## src/rtl/uart_pkg.sv

```systemverilog
// uart_pkg - shared types and helpers for the serial receive path.
//   rx_state_t  : receiver FSM state encoding
//   PAR_*       : parity mode codes (none / even / odd)
//   parity_calc : expected parity bit for a payload under a given mode
//   maj3        : 2-of-3 majority vote used by the majority sampling option
package uart_pkg;

    typedef enum logic [2:0] {
        IDLE   = 3'd0,
        START  = 3'd1,
        DATA   = 3'd2,
        PARITY = 3'd3,
        STOP   = 3'd4
    } rx_state_t;

    localparam logic [1:0] PAR_NONE = 2'd0;
    localparam logic [1:0] PAR_EVEN = 2'd1;
    localparam logic [1:0] PAR_ODD  = 2'd2;

    // Expected parity bit for up to 9 payload bits; narrower payloads are
    // zero-extended by the caller, which does not change the XOR.
    function automatic logic parity_calc(input logic [8:0] data, input logic [1:0] mode);
        logic p;
        case (mode)
            PAR_EVEN: p = ^data;
            PAR_ODD:  p = ~(^data);
            default:  p = 1'b0;
        endcase
        return p;
    endfunction

    // 2-of-3 majority vote.
    function automatic logic maj3(input logic a, input logic b, input logic c);
        return (a & b) | (a & c) | (b & c);
    endfunction

endpackage

```

## src/rtl/uart_rx_cfg_if.sv

```systemverilog
// uart_rx_cfg_if - line-side and host-side signals of the UART receiver.
//   s_tick       : oversample enable from the shared baud generator
//   rx           : asynchronous serial line, idle high
//   dout         : received payload, held until the next completed frame
//   rx_done_tick : one-clk pulse per completed frame (errors included)
//   parity_err   : parity mismatch of the last completed frame
//   frame_err    : stop-bit error of the last completed frame
//   busy         : receiver is not idle
// Modports: master drives the line and tick, slave is the receiver.
interface uart_rx_cfg_if #(
    parameter int DATA_BITS = 8
) ();

    logic                 s_tick;
    logic                 rx;
    logic [DATA_BITS-1:0] dout;
    logic                 rx_done_tick;
    logic                 parity_err;
    logic                 frame_err;
    logic                 busy;

    modport master (
        output s_tick,
        output rx,
        input  dout,
        input  rx_done_tick,
        input  parity_err,
        input  frame_err,
        input  busy
    );

    modport slave (
        input  s_tick,
        input  rx,
        output dout,
        output rx_done_tick,
        output parity_err,
        output frame_err,
        output busy
    );

endinterface

```

## src/rtl/uart_sync2.sv

```systemverilog
// uart_sync2 - two-flop synchroniser for an asynchronous serial input.
//   clk   : destination clock
//   reset : asynchronous active-high reset, loads RESET_VAL into both flops
//   d     : asynchronous input
//   q     : synchronised output, two clk cycles of latency
// RESET_VAL defaults to 1 so an idle-high line does not look like a falling
// edge straight out of reset.
module uart_sync2 #(
    parameter logic RESET_VAL = 1'b1
) (
    input  logic clk,
    input  logic reset,
    input  logic d,
    output logic q
);

    logic meta_r;
    logic sync_r;

    // Two-stage synchroniser chain.
    always_ff @(posedge clk or posedge reset) begin
        if (reset) begin
            meta_r <= RESET_VAL;
            sync_r <= RESET_VAL;
        end else begin
            meta_r <= d;
            sync_r <= meta_r;
        end
    end

    assign q = sync_r;

endmodule

```

## src/rtl/uart_rx_cfg.sv

```systemverilog
// uart_rx_cfg - parametrised UART receiver driven by an oversampling tick.
//   clk   : system clock, all logic on the rising edge
//   reset : asynchronous active-high reset
//   bus   : uart_rx_cfg_if.slave (s_tick, rx in; dout, rx_done_tick,
//           parity_err, frame_err, busy out; all outputs registered)
// Parameters: DATA_BITS (5..9), OVERSAMPLE (8..32, even),
//             PARITY_MODE (0 none, 1 even, 2 odd), STOP_BITS (1..2).
// Build option UART_RX_MAJORITY_EN: every mid-bit decision becomes a 2-of-3
// vote over three consecutive ticks and is taken one tick later than the
// single-sample point.
module uart_rx_cfg #(
    parameter int DATA_BITS   = 8,
    parameter int OVERSAMPLE  = 16,
    parameter int PARITY_MODE = 0,
    parameter int STOP_BITS   = 1
) (
    input  logic             clk,
    input  logic             reset,
    uart_rx_cfg_if.slave     bus
);

    import uart_pkg::*;

    localparam int TICK_W = $clog2(OVERSAMPLE);
    localparam int BIT_W  = $clog2(DATA_BITS + 1);

`ifdef UART_RX_MAJORITY_EN
    // Decision moves one tick later so the vote window is centred on the
    // single-sample point. Because the counter is re-zeroed one tick late in
    // START, the later states keep deciding at OVERSAMPLE-1 and their window
    // still lands symmetrically around the bit centre.
    localparam int START_MID = OVERSAMPLE / 2;
`else
    localparam int START_MID = OVERSAMPLE / 2 - 1;
`endif

    localparam logic [TICK_W-1:0] MID_TICK  = TICK_W'(START_MID);
    localparam logic [TICK_W-1:0] LAST_TICK = TICK_W'(OVERSAMPLE - 1);
    localparam logic [BIT_W-1:0]  DATA_LAST = BIT_W'(DATA_BITS - 1);
    localparam logic [BIT_W-1:0]  STOP_LAST = BIT_W'(STOP_BITS - 1);
    localparam logic [1:0]        PAR_MODE  = 2'(PARITY_MODE);

    logic rx_s;
    logic bit_s;

    rx_state_t            state_r,     state_n;
    logic [TICK_W-1:0]    cnt_r,       cnt_n;
    logic [BIT_W-1:0]     bit_cnt_r,   bit_cnt_n;
    logic [DATA_BITS-1:0] sh_r,        sh_n;
    logic                 armed_r,     armed_n;
    logic                 perr_acc_r,  perr_acc_n;
    logic                 ferr_acc_r,  ferr_acc_n;
    logic [DATA_BITS-1:0] dout_r,      dout_n;
    logic                 done_r,      done_n;
    logic                 perr_r,      perr_n;
    logic                 ferr_r,      ferr_n;
    logic                 busy_r,      busy_n;

    uart_sync2 #(.RESET_VAL(1'b1)) u_sync (
        .clk   (clk),
        .reset (reset),
        .d     (bus.rx),
        .q     (rx_s)
    );

`ifdef UART_RX_MAJORITY_EN
    logic [1:0] hist_r;

    // History of the two previous tick samples for the majority vote.
    always_ff @(posedge clk or posedge reset) begin
        if (reset) begin
            hist_r <= 2'b11;
        end else if (bus.s_tick) begin
            hist_r <= {hist_r[0], rx_s};
        end else begin
            hist_r <= hist_r;
        end
    end

    assign bit_s = maj3(hist_r[1], hist_r[0], rx_s);
`else
    assign bit_s = rx_s;
`endif

    // Next-state, counters, datapath and output-register next values.
    always_comb begin
        state_n    = state_r;
        cnt_n      = cnt_r;
        bit_cnt_n  = bit_cnt_r;
        sh_n       = sh_r;
        armed_n    = armed_r;
        perr_acc_n = perr_acc_r;
        ferr_acc_n = ferr_acc_r;
        dout_n     = dout_r;
        done_n     = 1'b0;
        perr_n     = perr_r;
        ferr_n     = ferr_r;

        if (bus.s_tick) begin
            case (state_r)
                IDLE: begin
                    // Arming requires the line to be seen high on a tick, so
                    // a line that stays low after a break never retriggers.
                    armed_n = rx_s;
                    if (!rx_s && armed_r) begin
                        state_n = START;
                        cnt_n   = '0;
                    end else begin
                        state_n = IDLE;
                    end
                end

                START: begin
                    if (cnt_r == MID_TICK) begin
                        cnt_n = '0;
                        if (!bit_s) begin
                            state_n    = DATA;
                            bit_cnt_n  = '0;
                            perr_acc_n = 1'b0;
                            ferr_acc_n = 1'b0;
                        end else begin
                            // Start bit did not hold to mid-bit: a glitch.
                            state_n = IDLE;
                        end
                    end else begin
                        cnt_n = cnt_r + TICK_W'(1);
                    end
                end

                DATA: begin
                    if (cnt_r == LAST_TICK) begin
                        cnt_n = '0;
                        // LSB arrives first, so shift right from the top.
                        sh_n  = {bit_s, sh_r[DATA_BITS-1:1]};
                        if (bit_cnt_r == DATA_LAST) begin
                            bit_cnt_n = '0;
                            if (PAR_MODE != PAR_NONE) begin
                                state_n = PARITY;
                            end else begin
                                state_n = STOP;
                            end
                        end else begin
                            bit_cnt_n = bit_cnt_r + BIT_W'(1);
                        end
                    end else begin
                        cnt_n = cnt_r + TICK_W'(1);
                    end
                end

                PARITY: begin
                    if (cnt_r == LAST_TICK) begin
                        cnt_n      = '0;
                        perr_acc_n = parity_calc(9'(sh_r), PAR_MODE) ^ bit_s;
                        state_n    = STOP;
                    end else begin
                        cnt_n = cnt_r + TICK_W'(1);
                    end
                end

                STOP: begin
                    if (cnt_r == LAST_TICK) begin
                        cnt_n = '0;
                        if (bit_cnt_r == STOP_LAST) begin
                            // Last stop sample: publish the frame.
                            dout_n    = sh_r;
                            done_n    = 1'b1;
                            perr_n    = perr_acc_r;
                            ferr_n    = ferr_acc_r | ~bit_s;
                            bit_cnt_n = '0;
                            armed_n   = 1'b0;
                            state_n   = IDLE;
                        end else begin
                            ferr_acc_n = ferr_acc_r | ~bit_s;
                            bit_cnt_n  = bit_cnt_r + BIT_W'(1);
                        end
                    end else begin
                        cnt_n = cnt_r + TICK_W'(1);
                    end
                end

                default: begin
                    state_n = IDLE;
                    cnt_n   = '0;
                end
            endcase
        end else begin
            state_n = state_r;
        end

        // busy is registered from the next state so it tracks state_r exactly.
        busy_n = (state_n != IDLE);
    end

    // State, datapath and output registers.
    always_ff @(posedge clk or posedge reset) begin
        if (reset) begin
            state_r    <= IDLE;
            cnt_r      <= '0;
            bit_cnt_r  <= '0;
            sh_r       <= '0;
            armed_r    <= 1'b0;
            perr_acc_r <= 1'b0;
            ferr_acc_r <= 1'b0;
            dout_r     <= '0;
            done_r     <= 1'b0;
            perr_r     <= 1'b0;
            ferr_r     <= 1'b0;
            busy_r     <= 1'b0;
        end else begin
            state_r    <= state_n;
            cnt_r      <= cnt_n;
            bit_cnt_r  <= bit_cnt_n;
            sh_r       <= sh_n;
            armed_r    <= armed_n;
            perr_acc_r <= perr_acc_n;
            ferr_acc_r <= ferr_acc_n;
            dout_r     <= dout_n;
            done_r     <= done_n;
            perr_r     <= perr_n;
            ferr_r     <= ferr_n;
            busy_r     <= busy_n;
        end
    end

    assign bus.dout         = dout_r;
    assign bus.rx_done_tick = done_r;
    assign bus.parity_err   = perr_r;
    assign bus.frame_err    = ferr_r;
    assign bus.busy         = busy_r;

endmodule
```

## src/flat_wrapper.sv

```systemverilog
// flat-port wrapper written by rule: the top's interface ports become plain ports
module uart_rx_cfg_flat import uart_pkg::*;
#(
    parameter int DATA_BITS   = 8,
    parameter int OVERSAMPLE  = 16,
    parameter int PARITY_MODE = 0,
    parameter int STOP_BITS   = 1
)
  (clk, reset, bus_s_tick, bus_rx, bus_dout, bus_rx_done_tick, bus_parity_err, bus_frame_err, bus_busy);
  uart_rx_cfg_if #(.DATA_BITS(DATA_BITS)) bus_i ();
  input  logic clk;
  input  logic reset;
  input wire logic [$bits(bus_i.s_tick)-1:0] bus_s_tick;
  input wire logic [$bits(bus_i.rx)-1:0] bus_rx;
  output wire logic [$bits(bus_i.dout)-1:0] bus_dout;
  output wire logic [$bits(bus_i.rx_done_tick)-1:0] bus_rx_done_tick;
  output wire logic [$bits(bus_i.parity_err)-1:0] bus_parity_err;
  output wire logic [$bits(bus_i.frame_err)-1:0] bus_frame_err;
  output wire logic [$bits(bus_i.busy)-1:0] bus_busy;
  assign bus_i.s_tick = bus_s_tick;
  assign bus_i.rx = bus_rx;
  assign bus_dout = bus_i.dout;
  assign bus_rx_done_tick = bus_i.rx_done_tick;
  assign bus_parity_err = bus_i.parity_err;
  assign bus_frame_err = bus_i.frame_err;
  assign bus_busy = bus_i.busy;
  uart_rx_cfg #(.DATA_BITS(DATA_BITS), .OVERSAMPLE(OVERSAMPLE), .PARITY_MODE(PARITY_MODE), .STOP_BITS(STOP_BITS)) u_core (.clk(clk), .reset(reset), .bus(bus_i));
endmodule
```

## config.mk

```make
export PLATFORM = sky130hd
export DESIGN_NAME = uart_rx_cfg_flat
export DESIGN_NICKNAME = d
export VERILOG_FILES = /design/src/rtl/uart_pkg.sv /design/src/rtl/uart_rx_cfg_if.sv /design/src/rtl/uart_sync2.sv /design/src/rtl/uart_rx_cfg.sv /design/src/flat_wrapper.sv
export SDC_FILE = /design/constraint.sdc
export NUM_CORES = 1
export LEC_CHECK = 0
export ABC_CLOCK_PERIOD_IN_PS = 3700
export CORE_ASPECT_RATIO = 0.8
export CORE_MARGIN = 2
export CORE_UTILIZATION = 45
export DETAILED_ROUTE_END_ITERATION = 8
export PLACE_DENSITY = 0.63
export SETUP_SLACK_MARGIN = 0.3
export SYNTH_ARGS = -nofsm -noshare
export SYNTH_HDL_FRONTEND = slang
export SYNTH_SLANG_ARGS = --single-unit
```

## constraint.sdc

```tcl
create_clock -name clk -period 3.7 [get_ports clk]
set_input_delay 0.37 -clock clk [delete_from_list [all_inputs] [get_ports clk]]
set_output_delay 0.37 -clock clk [all_outputs]
set_load 0.005 [all_outputs]
```

==> flow_metrics.py <==
metrics = {
    "sta": {
        "finalHoldWorstSlack_ns": 0.356,
        "setup_viol": 0,
        "final.setup.tns_ns": 0,
        "fmax_mhz": 522,
        "slew_headroom": 0.700,
        "finalCritPeriodShare": 0.518,
        "min_period_ns": 1.91,
        "clock_skew_ns": 0.00631,
        "max_slew.worst_pin.slew_ns": 0.450,
        "slew_viol_final": 0,
        "hold_viol": 0,
        "rsz0062_at_grt": "no",
    },
    "routing": {
        "wire_per_inst_um": 13.1,
        "viasPerCell": 5.20,
        "routed_wl_mm": 3.09,
        "ant_nets": 0,
        "drt_pass1_iterations": 4,
        "num_vias": 1228,
        "initialDrtViolationCount": 66,
        "drc": 0,
    },
    "clock_tree": {
        "cts_tree": "yes",
        "cts_buffers": 5,
        "post_cts_buffers": 0,
        "cts-root-buf": "clkbuf_8",
        "cts_sinks": 36,
        "clkSlewWorstSetupHoldPaths_ns": 0.07,
        "htreeDepth": 2,
        "clk_path_buf_depth": 2,
        "clk_latency_ns": 0.28,
        "ctsResizeCount": 0,
        "hold_buffers": 0,
    },
    "synth": {
        "synth_warnings": 0,
        "synthSimpleGateAreaFrac": 0.176,
        "yosys_register_bits": 36,
        "syn_nets": 171,
        "syn_area_um2": 1780,
        "synth-xor-area-share": 0.00984,
        "synth.avg_cell_area_um2": 10.9,
        "synth-async-reset-ratio": 1.00,
        "seq_area_frac_synth": 0.507,
        "ys.flop_type": "dfrtp_1",
        "synthAdderAreaFrac": 0.0211,
        "syn_inst": 164,
        "synth_compound_area_frac": 0.126,
        "ys_types": 48,
        "synth_edf_count": 0,
        "synth_top_family_by_area": "simple AND/OR/NAND/NOR gates",
        "muxShareOfSynthArea": 0.116,
    },
    "critical_path": {
        "crit_type": "reg -> reg",
        "required_ns": 3.87,
        "crit_path_end_kind": "register",
        "cp.arrival_ns": 2.08,
        "timing.critical_path.buf_inv": 0,
        "ff2ff_path_depth": 5,
        "r2r_slack_ns": 1.79,
        "rr_endpoint": "u_core.bus.dout[1]$_DFFE_PP0P_",
        "max_stage_delay_ns": 0.39,
        "r2r_start": "u_core.cnt_r[0]$_DFFE_PP0P_",
        "worstSetupStartpoint": "u_core.cnt_r[0]$_DFFE_PP0P_",
        "cp.depth": 5,
        "worstSetupEndpoint": "u_core.bus.dout[1]$_DFFE_PP0P_",
        "cp_max_fo": 12,
        "path_cells": "ha_1 > and3_1 > nand2_2 > or2_4 > mux2_1",
        "cp-start-kind": "register",
        "cp_top_family": "simple AND/OR/NAND/NOR gates",
        "crit_slowest_cell": "dfrtp_1",
    },
    "floorplanning": {
        "dieArea_um2": 4480,
        "rows": 20,
        "io_pins": 16,
        "core_area_um2": 3800,
        "die-height_um": 60.3,
        "die_x_um": 74.3,
        "start_util": 0.468,
    },
    "power_and_ir_drop": {
        "power.leakage_nw": 0.936,
        "peakVddDrop_mv": 0.372,
        "p_per_area_nw_per_um2": 523,
    },
    "finish": {
        "finish.utilization": 0.540,
        "fill_cells": 356,
        "seq_area_um2": 903,
        "nets": 187,
        "drive_gt1_frac": 0.177,
        "instances_no_fill": 236,
        "area_delta_synth_final_pct": 15.5,
        "antennaDiodeCount": 0,
        "multiInputGateArea_um2": 798,
        "final_cell_area_um2": 2060,
    },
    "global_routing": {
        "overflow": 0,
        "track_usage": 0.166,
        "antenna_found_initial": 0,
        "grt_first_pass_wirelength_mm": 5.50,
        "grt_max_degree": 27,
        "grt_pass1_vias": 1184,
    },
    "run_status": {
        "outcome": "completed",
    },
    "min_path": {
        "hold_path_class": "reg -> reg",
    },
    "place": {
        "placed_cells": 228,
        "place.gp.congestion": 0.789,
        "numPortBuffers": 15,
        "placed_area_um2": 1960,
        "hpwlAfterDp_mm": 2.24,
    },
    "job": {
        "maxCapViolCount": 0,
    },
}
worst min path at each step:
stage,start,to,slack [ns],depth (start not counted)
detailed placement,u_core.u_sync.meta_r$_DFF_PP1_,u_core.u_sync.q$_DFF_PP1_,0.35,0
global route,u_core.u_sync.meta_r$_DFF_PP1_,u_core.u_sync.q$_DFF_PP1_,0.37,0
global placement,u_core.u_sync.meta_r$_DFF_PP1_,u_core.u_sync.q$_DFF_PP1_,0.35,0
CTS,u_core.u_sync.meta_r$_DFF_PP1_,u_core.u_sync.q$_DFF_PP1_,0.36,0
finish,u_core.u_sync.meta_r$_DFF_PP1_,u_core.u_sync.q$_DFF_PP1_,0.36,0
floorplan,u_core.u_sync.meta_r$_DFF_PP1_,u_core.u_sync.q$_DFF_PP1_,0.35,0
layer usage:
layer,vias to the layer above,wire length (um),global-route usage
li1,616,-,-
met1,593,1550,0.228
met2,17,1400,0.240
met3,2,127,0.0658
met4,0,16,0.0536
met5,-,0,0
cell usage in the layout, fill, tap and decap left out, types with 2 or more instances in the layout:
cell / instances
clkdlybuf4s50_1: 15
nand2b_1: 5
mux2_4: 7
nand3_1: 5
o22ai_1: 4
and3b_1: 2
dfrtp_1: 34
ha_1: 3
mux2_2: 7
o21ai_0: 4
o21ai_1: 8
nor2_1: 12
o41ai_1: 2
clkbuf_8: 6
or3_1: 2
mux2_1: 2
nand2_1: 14
dfstp_2: 2
a21oi_1: 3
inv_1: 9
nor3_1: 5
o31ai_1: 3
final cells by class:
cell class / count / area share
clock buffers: 7 / 0.0420
clock inverters: 1 / 0.00365
inverters: 9 / 0.0164
multi-input cells: 112 / 0.388
flip-flops and latches: 36 / 0.439
well taps: 55 / 0.0335
repair buffers: 16 / 0.0767
cell families after synthesis:
logic type,Yosys count
DFF,36
buffers and inverters,16
muxes,16
AOI/OAI and AO/OA,34
xor gates and xnor gates,2
adders and majority gates,3
and+or+nand+nor,57
worst reg2reg max path: stages, from the launching register on:
cell     delay [ns]
dfrtp_1        0.39
ha_1           0.27
and3_1         0.34
nand2_2        0.10
or2_4          0.35
mux2_1         0.35
through the flow:
step,total power [mW],setup slack (ns)
after floorplan,0.740,1.95
after global placement,0.788,1.70
after detailed placement,0.796,1.64
after CTS,1.09,1.78
after global routing,1.16,1.62
final,1.08,1.79
flip-flops by register name, summed over array words and instances (netlist names), 3 cells and up:
name,cells
u_core.bus.dout,8
u_core.bit_cnt_r,4
u_core.cnt_r,4
u_core.state_r,3
u_core.sh_r,8
cells in the mapped netlist, types with 2 or more instances:
cell | count | area share
mux2_2 | 7 | 0.044
o21ai_1 | 8 | 0.022
and3b_1 | 2 | 0.0098
o21ai_0 | 4 | 0.011
inv_1 | 9 | 0.019
nor3_1 | 5 | 0.014
mux2_4 | 7 | 0.059
dfstp_2 | 2 | 0.030
o31ai_1 | 3 | 0.013
buf_4 | 2 | 0.0084
dfrtp_1 | 34 | 0.48
o41ai_1 | 2 | 0.0098
mux2_1 | 2 | 0.013
nor2_1 | 12 | 0.025
or3_1 | 2 | 0.0070
o22ai_1 | 4 | 0.014
nand3_1 | 5 | 0.014
nand2b_1 | 5 | 0.018
ha_1 | 3 | 0.021
buf_2 | 3 | 0.0084
nand2_1 | 14 | 0.030
a21oi_1 | 3 | 0.0084
power by group:
| group | internal [mW] | leakage [nW] | switching (mW) | total (mW) |
|---|---|---|---|---|
| clock network | 0.151 | 0.0445 | 0.131 | 0.283 |
| logic | 0.123 | 0.417 | 0.138 | 0.261 |
| registers | 0.448 | 0.475 | 0.0837 | 0.532 |
Note: power is estimated with default switching activity, not from simulation.
